$ cat src/rtl/uart_dbg_loader_pkg.sv
// Shared definitions for the UART debug loader: command/ack bytes and FSM state encoding.
package uart_dbg_loader_pkg;

    typedef enum logic [2:0] {
        ST_IDLE  = 3'd0,
        ST_ADDR  = 3'd1,
        ST_DATA  = 3'd2,
        ST_WRITE = 3'd3,
        ST_ACK   = 3'd4
    } state_e;

    localparam logic [7:0] CMD_HALT  = 8'h48;
    localparam logic [7:0] CMD_GO    = 8'h47;
    localparam logic [7:0] CMD_WRITE = 8'h57;
    localparam logic [7:0] ACK_BYTE  = 8'h06;
    localparam logic [7:0] NAK_BYTE  = 8'h15;

endpackage

$ cat src/rtl/uart_dbg_loader_if.sv
// Debug memory port driven by the loader towards the debug-port mux.
interface uart_dbg_loader_if;
    logic        dbg_mem_op;
    logic [3:0]  dbg_wren;
    logic [31:0] dbg_adr;
    logic [31:0] dbg_do;

    modport master (output dbg_mem_op, output dbg_wren, output dbg_adr, output dbg_do);
    modport slave  (input  dbg_mem_op, input  dbg_wren, input  dbg_adr, input  dbg_do);
endinterface

$ cat src/rtl/uart_dbg_loader_word_asm.sv
// Little-endian byte-to-word assembler; done_o pulses with the 4th byte while word_o is complete.
module dbg_word_asm (
    input  logic        clk,
    input  logic        n_reset,
    input  logic        clr_i,
    input  logic        push_i,
    input  logic [7:0]  byte_i,
    output logic [31:0] word_o,
    output logic        done_o
);
    logic [1:0]  cnt_q;
    logic [23:0] shift_q;

    // The incoming byte is merged combinationally so the word is usable on the done cycle.
    assign word_o = {byte_i, shift_q};
    assign done_o = push_i && (cnt_q == 2'd3);

    always_ff @(posedge clk or negedge n_reset) begin
        if (!n_reset) begin
            cnt_q   <= 2'd0;
            shift_q <= 24'd0;
        end else if (clr_i) begin
            cnt_q   <= 2'd0;
        end else if (push_i) begin
            cnt_q   <= cnt_q + 2'd1;
            shift_q <= {byte_i, shift_q[23:8]};
        end
    end
endmodule

$ cat src/rtl/uart_dbg_loader.sv
// UART byte-stream parser driving the debug memory port and the CPU reset.
// Optional ack/nak back-channel enabled by defining UART_DBG_ACK_EN.
//   state | meaning
//   IDLE  | waiting for H / G / W command byte
//   ADDR  | collecting 4 address bytes, inter-byte timeout armed
//   DATA  | collecting 4 data bytes, inter-byte timeout armed
//   WRITE | holding the write strobe, or refusing it if the core runs
//   ACK   | presenting ack/nak byte until tx_ready
module uart_dbg_loader
    import uart_dbg_loader_pkg::*;
#(
    parameter int unsigned WR_HOLD     = 4,
    parameter int unsigned TIMEOUT     = 100000,
    parameter bit          BOOT_HALTED = 1'b1
) (
    input  logic               clk,
    input  logic               n_reset,
    input  logic [7:0]         rx_data,
    input  logic               rx_valid,
    uart_dbg_loader_if.master  dbg,
    output logic               cpu_n_reset,
    output logic               busy,
    output logic               err
`ifdef UART_DBG_ACK_EN
    ,
    output logic [7:0]         tx_data,
    output logic               tx_valid,
    input  logic               tx_ready
`endif
);
    localparam int unsigned TW = $clog2(TIMEOUT + 1);
    localparam logic [TW-1:0] TMO_INIT  = TW'(TIMEOUT - 1);
    localparam logic [7:0]    HOLD_INIT = 8'(WR_HOLD - 1);

    state_e        state_q, state_d;
    logic          cpu_n_reset_q, cpu_n_reset_d;
    logic          err_q, err_d;
    logic          busy_q;
    logic          mem_op_q, mem_op_d;
    logic [3:0]    wren_q, wren_d;
    logic [31:0]   adr_q, adr_d;
    logic [31:0]   do_q, do_d;
    logic [31:0]   addr_q, addr_d;
    logic [7:0]    hold_q, hold_d;
    logic [TW-1:0] tmo_q, tmo_d;
`ifdef UART_DBG_ACK_EN
    logic          tx_valid_q, tx_valid_d;
    logic [7:0]    tx_data_q, tx_data_d;
`endif

    logic        in_payload, tmo_expire, asm_push, asm_clr, asm_done;
    logic [31:0] asm_word;

    // An expiring timeout takes priority over a byte arriving on the same cycle.
    assign in_payload = (state_q == ST_ADDR) || (state_q == ST_DATA);
    assign tmo_expire = in_payload && (tmo_q == '0);
    assign asm_push   = rx_valid && in_payload && !tmo_expire;
    assign asm_clr    = (state_q == ST_IDLE) || tmo_expire;

    dbg_word_asm u_asm (
        .clk     (clk),
        .n_reset (n_reset),
        .clr_i   (asm_clr),
        .push_i  (asm_push),
        .byte_i  (rx_data),
        .word_o  (asm_word),
        .done_o  (asm_done)
    );

    always_comb begin
        state_d       = state_q;
        cpu_n_reset_d = cpu_n_reset_q;
        err_d         = err_q;
        mem_op_d      = mem_op_q;
        wren_d        = wren_q;
        adr_d         = adr_q;
        do_d          = do_q;
        addr_d        = addr_q;
        hold_d        = hold_q;
        tmo_d         = tmo_q;
`ifdef UART_DBG_ACK_EN
        tx_valid_d    = tx_valid_q;
        tx_data_d     = tx_data_q;
`endif
        case (state_q)
            ST_IDLE: begin
                if (rx_valid) begin
                    case (rx_data)
                        CMD_HALT: begin
                            cpu_n_reset_d = 1'b0;
                            err_d         = 1'b0;
`ifdef UART_DBG_ACK_EN
                            state_d       = ST_ACK;
                            tx_valid_d    = 1'b1;
                            tx_data_d     = ACK_BYTE;
`endif
                        end
                        CMD_GO: begin
                            cpu_n_reset_d = 1'b1;
`ifdef UART_DBG_ACK_EN
                            state_d       = ST_ACK;
                            tx_valid_d    = 1'b1;
                            tx_data_d     = ACK_BYTE;
`endif
                        end
                        CMD_WRITE: begin
                            state_d = ST_ADDR;
                            tmo_d   = TMO_INIT;
                        end
                        default: ;
                    endcase
                end
            end
            ST_ADDR, ST_DATA: begin
                if (tmo_expire) begin
                    state_d = ST_IDLE;
                end else if (rx_valid) begin
                    tmo_d = TMO_INIT;
                    if (asm_done) begin
                        if (state_q == ST_ADDR) begin
                            addr_d  = asm_word;
                            state_d = ST_DATA;
                        end else begin
                            state_d = ST_WRITE;
                            hold_d  = 8'd0;
                            if (!cpu_n_reset_q) begin
                                mem_op_d = 1'b1;
                                wren_d   = 4'hF;
                                adr_d    = addr_q;
                                do_d     = asm_word;
                                hold_d   = HOLD_INIT;
                            end
                        end
                    end
                end else begin
                    tmo_d = tmo_q - 1'b1;
                end
            end
            ST_WRITE: begin
                if (rx_valid || cpu_n_reset_q) err_d = 1'b1;
                if (hold_q == 8'd0) begin
                    mem_op_d = 1'b0;
                    wren_d   = 4'h0;
`ifdef UART_DBG_ACK_EN
                    state_d    = ST_ACK;
                    tx_valid_d = 1'b1;
                    tx_data_d  = cpu_n_reset_q ? NAK_BYTE : ACK_BYTE;
`else
                    state_d  = ST_IDLE;
`endif
                end else begin
                    hold_d = hold_q - 8'd1;
                end
            end
`ifdef UART_DBG_ACK_EN
            ST_ACK: begin
                if (rx_valid) err_d = 1'b1;
                if (tx_ready) begin
                    tx_valid_d = 1'b0;
                    state_d    = ST_IDLE;
                end
            end
`endif
            default: state_d = ST_IDLE;
        endcase
    end

    always_ff @(posedge clk or negedge n_reset) begin
        if (!n_reset) begin
            state_q       <= ST_IDLE;
            cpu_n_reset_q <= !BOOT_HALTED;
            err_q         <= 1'b0;
            busy_q        <= 1'b0;
            mem_op_q      <= 1'b0;
            wren_q        <= 4'h0;
            adr_q         <= 32'd0;
            do_q          <= 32'd0;
            addr_q        <= 32'd0;
            hold_q        <= 8'd0;
            tmo_q         <= '0;
`ifdef UART_DBG_ACK_EN
            tx_valid_q    <= 1'b0;
            tx_data_q     <= 8'd0;
`endif
        end else begin
            state_q       <= state_d;
            cpu_n_reset_q <= cpu_n_reset_d;
            err_q         <= err_d;
            busy_q        <= (state_d != ST_IDLE);
            mem_op_q      <= mem_op_d;
            wren_q        <= wren_d;
            adr_q         <= adr_d;
            do_q          <= do_d;
            addr_q        <= addr_d;
            hold_q        <= hold_d;
            tmo_q         <= tmo_d;
`ifdef UART_DBG_ACK_EN
            tx_valid_q    <= tx_valid_d;
            tx_data_q     <= tx_data_d;
`endif
        end
    end

    assign cpu_n_reset    = cpu_n_reset_q;
    assign busy           = busy_q;
    assign err            = err_q;
    assign dbg.dbg_mem_op = mem_op_q;
    assign dbg.dbg_wren   = wren_q;
    assign dbg.dbg_adr    = adr_q;
    assign dbg.dbg_do     = do_q;
`ifdef UART_DBG_ACK_EN
    assign tx_valid       = tx_valid_q;
    assign tx_data        = tx_data_q;
`endif
endmodule

$ cat src/flat_wrapper.sv
// flat-port wrapper written by rule: the top's interface ports become plain ports
module uart_dbg_loader_flat import uart_dbg_loader_pkg::*;
#(
    parameter int unsigned WR_HOLD     = 4,
    parameter int unsigned TIMEOUT     = 100000,
    parameter bit          BOOT_HALTED = 1'b1
)
  (clk, n_reset, rx_data, rx_valid, cpu_n_reset, busy, err, dbg_dbg_mem_op, dbg_dbg_wren, dbg_dbg_adr, dbg_dbg_do);
  uart_dbg_loader_if dbg_i ();
  input  logic clk;
  input  logic n_reset;
  input  logic [7:0] rx_data;
  input  logic rx_valid;
  output logic cpu_n_reset;
  output logic busy;
  output logic err;
  output wire logic [$bits(dbg_i.dbg_mem_op)-1:0] dbg_dbg_mem_op;
  output wire logic [$bits(dbg_i.dbg_wren)-1:0] dbg_dbg_wren;
  output wire logic [$bits(dbg_i.dbg_adr)-1:0] dbg_dbg_adr;
  output wire logic [$bits(dbg_i.dbg_do)-1:0] dbg_dbg_do;
  assign dbg_dbg_mem_op = dbg_i.dbg_mem_op;
  assign dbg_dbg_wren = dbg_i.dbg_wren;
  assign dbg_dbg_adr = dbg_i.dbg_adr;
  assign dbg_dbg_do = dbg_i.dbg_do;
  uart_dbg_loader #(.WR_HOLD(WR_HOLD), .TIMEOUT(TIMEOUT), .BOOT_HALTED(BOOT_HALTED)) u_core (.clk(clk), .n_reset(n_reset), .rx_data(rx_data), .rx_valid(rx_valid), .dbg(dbg_i), .cpu_n_reset(cpu_n_reset), .busy(busy), .err(err));
endmodule
$ cat config.mk
export PLATFORM = sky130hd
export DESIGN_NAME = uart_dbg_loader_flat
export DESIGN_NICKNAME = d
export VERILOG_FILES = /design/src/rtl/uart_dbg_loader_pkg.sv /design/src/rtl/uart_dbg_loader_if.sv /design/src/rtl/uart_dbg_loader_word_asm.sv /design/src/rtl/uart_dbg_loader.sv /design/src/flat_wrapper.sv
export SDC_FILE = /design/constraint.sdc
export NUM_CORES = 1
export LEC_CHECK = 0
export ABC_AREA = 1
export CAP_MARGIN = 15
export CORE_MARGIN = 4
export CORE_UTILIZATION = 29
export CTS_BUF_LIST = sky130_fd_sc_hd__clkbuf_4
export CTS_CLUSTER_DIAMETER = 40
export DETAILED_ROUTE_END_ITERATION = 12
export PLACE_DENSITY = 0.5
export SYNTH_ARGS = -nofsm -noshare
export SYNTH_HDL_FRONTEND = slang
export SYNTH_SLANG_ARGS = --single-unit
$ cat constraint.sdc
create_clock -name clk -period 5.1 [get_ports clk]
set_clock_uncertainty 0.15 [all_clocks]
set_input_delay 1.02 -clock clk [delete_from_list [all_inputs] [get_ports clk]]
set_output_delay 1.02 -clock clk [all_outputs]
set_load 0.005 [all_outputs]
==> out/metrics.yaml <==
outcome:
  outcome: "finished, final reports clean"
final_layout:
  multiInputGateArea_sq_um: 2490
  area_delta_synth_final_pct: 17.6
  diodes: 0
  fillers: 2513
  final_common_cell: "nand2_1"
  seq_area_sq_um: 3850
  drive_gt1_share_pct: 12.3
  final_nets: 870
  layout_common_cells: "nand2_1 (223), dfrtp_1 (154), inv_1 (99)"
floorplanning:
  ios: 83
  fp.dieArea_sq_um: 26800
  initial_core_util_pct: 29.7
  die_w_microns: 164
  die_y_microns: 164
  core-area_sq_um: 23700
  num_rows: 56
route:
  drt-met1-wl_mm: 7.83
  detail_route.first_pass.iterations: 4
  antenna_left: 0
  top_layer: "met4"
  vias: 5105
  wl_mm: 16.1
  dr_wl_met3_microns: 677
  drtIter0Drc: 351
  wl_per_cell_microns: 13.6
  drc: 0
  wl_met2_mm: 7.44
  routed_via_density: 4.30
synthesis:
  yosys_warnings: 0
  yosysSeqAreaShare_pct: 54.7
  syn_nets: 801
  synth_area_leader_cell: "dfrtp_1"
  async_reset_ff_share_pct: 100
  netlist_area_sq_um: 7040
  synth.area.top_cells: "dfrtp_1 (55%), nand2_1 (12%), o21ai_2 (6.7%), inv_1 (5.3%), o21ai_0 (3.3%)"
  yosysTopAreaCellShare_pct: 54.7
  ys_seq_elements: 154
  synth-main-ff-cell: "dfrtp_1"
  synth-edff-count: 0
  synth.distinct_cells: 37
  synthCells: 785
  post_synth.cell_area_avg_sq_um: 8.97
timing:
  timing.final.crit_share_pct: 57.6
  grt_setup_unrepaired: "no"
  slew_violations: 0
  period_needed_ns: 2.94
  timing.setup.tns_ns: 0
  max_slew_margin_pct: 37.7
  fmax_mhz: 340
  tightest_slew_ns: 0.934
  hold_viol_final: 0
  setup_viol: 0
critical_path:
  reg2reg_to: "u_core.dbg.dbg_do[29]"
  path_delay_family: "buffers and inverters"
  crit_fanout: 37
  slowest_delay_ns: 0.72
  critPathSlowestCell: "clkdlybuf4s50_1"
  worstSetupStartpoint: "rx_valid"
  crit_path_end_kind: "flip-flop"
  r2r_slack_ns: 2.40
  reg2reg_depth: 9
  start_kind: "primary input"
  critPathBufInv: 3
  cp.arrival_ns: 3.19
  cp.required_ns: 5.35
  r2r_start: "u_core.state_q[0]"
  path_cells: "clkdlybuf4s50_1, nand3_2, clkinv_2, nand4_4, buf_4, nand2_1, o21ai_1"
  critical_path_class: "in2reg"
cts:
  cts_resized: 0
  cts_hold_buf: 0
  clk_latency_ns: 0.53
  cts_tree: "built"
  numCtsBuffers: 17
  clockBufferDepth: 2
  root_buffer: "clkbuf_4"
  cts_sinks: 154
  post_cts_buffers: 0
  h-tree-depth: 4
  path_clk_slew_ns: 0.13
placement:
  dp_hpwl_mm: 11.0
  io_buffers: 82
  place.gp.congestion: 0.812
power_and_ir_drop:
  p_per_area_nw_per_um2: 261
  vdd_ir_drop_max_v: 0.000170
  total_power_uw: 2170
  power.leakage_uw: 0.00373
job:
  maxCapViolCount: 0
grt:
  grt_overflow_total: 0
  grt_pass1_vias: 4970
  grt_first_pass_wirelength_mm: 26.3
  grt_max_degree: 101
  groute.usage.overall_pct: 12.4
  antenna_found_initial: 0
min_path:
  worstHoldPathCells: 1
  hold_end: "u_core.u_asm.cnt_q[0]"
  min_from: "u_core.u_asm.cnt_q[0]"
  min_path_type: "reg2reg"
## registers in the layout (all words and copies together), names as in the netlist
register / flops
u_core.cpu_n_reset: 1
u_core.dbg.dbg_wren: 1
u_core.dbg.dbg_do: 32
u_core.tmo_q: 17
u_core.u_asm.shift_q: 24
u_core.dbg.dbg_adr: 32
u_core.busy: 1
u_core.err: 1
u_core.hold_q: 8
u_core.addr_q: 32
u_core.state_q: 3
u_core.u_asm.cnt_q: 2
## power breakdown
group / switching (uW) / internal [uW]
logic: 110 / 50.6
clock network: 460 / 307
registers: 8.48 / 1230
## worst max path at each step
stage,end,depth (start not counted)
global placement,u_core.addr_q[5],7
CTS,u_core.addr_q[27],7
floorplan,u_core.tmo_q[9],10
global route,u_core.addr_q[2],7
finish,u_core.dbg.dbg_do[29],7
detailed placement,u_core.addr_q[1],7
## per-layer routing
metal  GRT usage [%]  vias to the layer above
met5               0                        -
met4            2.90                        0
met3            2.99                        8
met2            19.6                       84
met1            17.3                     2392
li1                -                     2621
## cells in the mapped netlist (2+ instances only)
library cell and number:
nand2_1 223, dfrtp_1 154, inv_1 99, o21ai_2 54
nor2_1 51, o21ai_0 47, o21ai_1 36, nand3_1 23
buf_6 17, nand4_1 12, buf_4 9, nor3_1 8
buf_2 5, ha_1 5, xor2_1 5, clkbuf_1 4
a21oi_1 3, nand2_2 3, nand3_2 3, nand3b_1 3
or2_2 3, nor2_2 2, nor2_4 2
## final cells by class
class	count	share of cell area, %
Multi-Input combinational cell	493	30.1
Timing Repair Buffer	87	10.5
Sequential cell	154	46.5
Tap cell	319	4.82
Clock inverter	13	1.72
Inverter	101	4.59
Clock buffer	19	1.72
## cells by family after synthesis
kind of cell | count (synthesis) | synth area share (%)
and+or+nand+nor | 337 | 20.4
DFF | 154 | 54.7
AOI/OAI and AO/OA | 144 | 13.3
buffers and inverters | 138 | 9.93
xor gates and xnor gates | 6 | 0.746
adders and majority gates | 5 | 0.888
other | 1 | 0.0532
## stage by stage
stage	std cells	utilization, %	area (sq um)	hold WS [ns]	worst slack (ns)
after detailed placement	1154	33.8	8000	0.312	1.55
final	1186	35.0	8280	0.343	2.16
after global routing	1186	35.0	8280	0.366	1.96
after global placement	1154	33.8	8000	0.315	1.59
after floorplan	785	-	7040	0.296	2.96
after CTS	1186	35.0	8280	0.342	2.16
No activity file was read; power rests on OpenSTA's default activity.
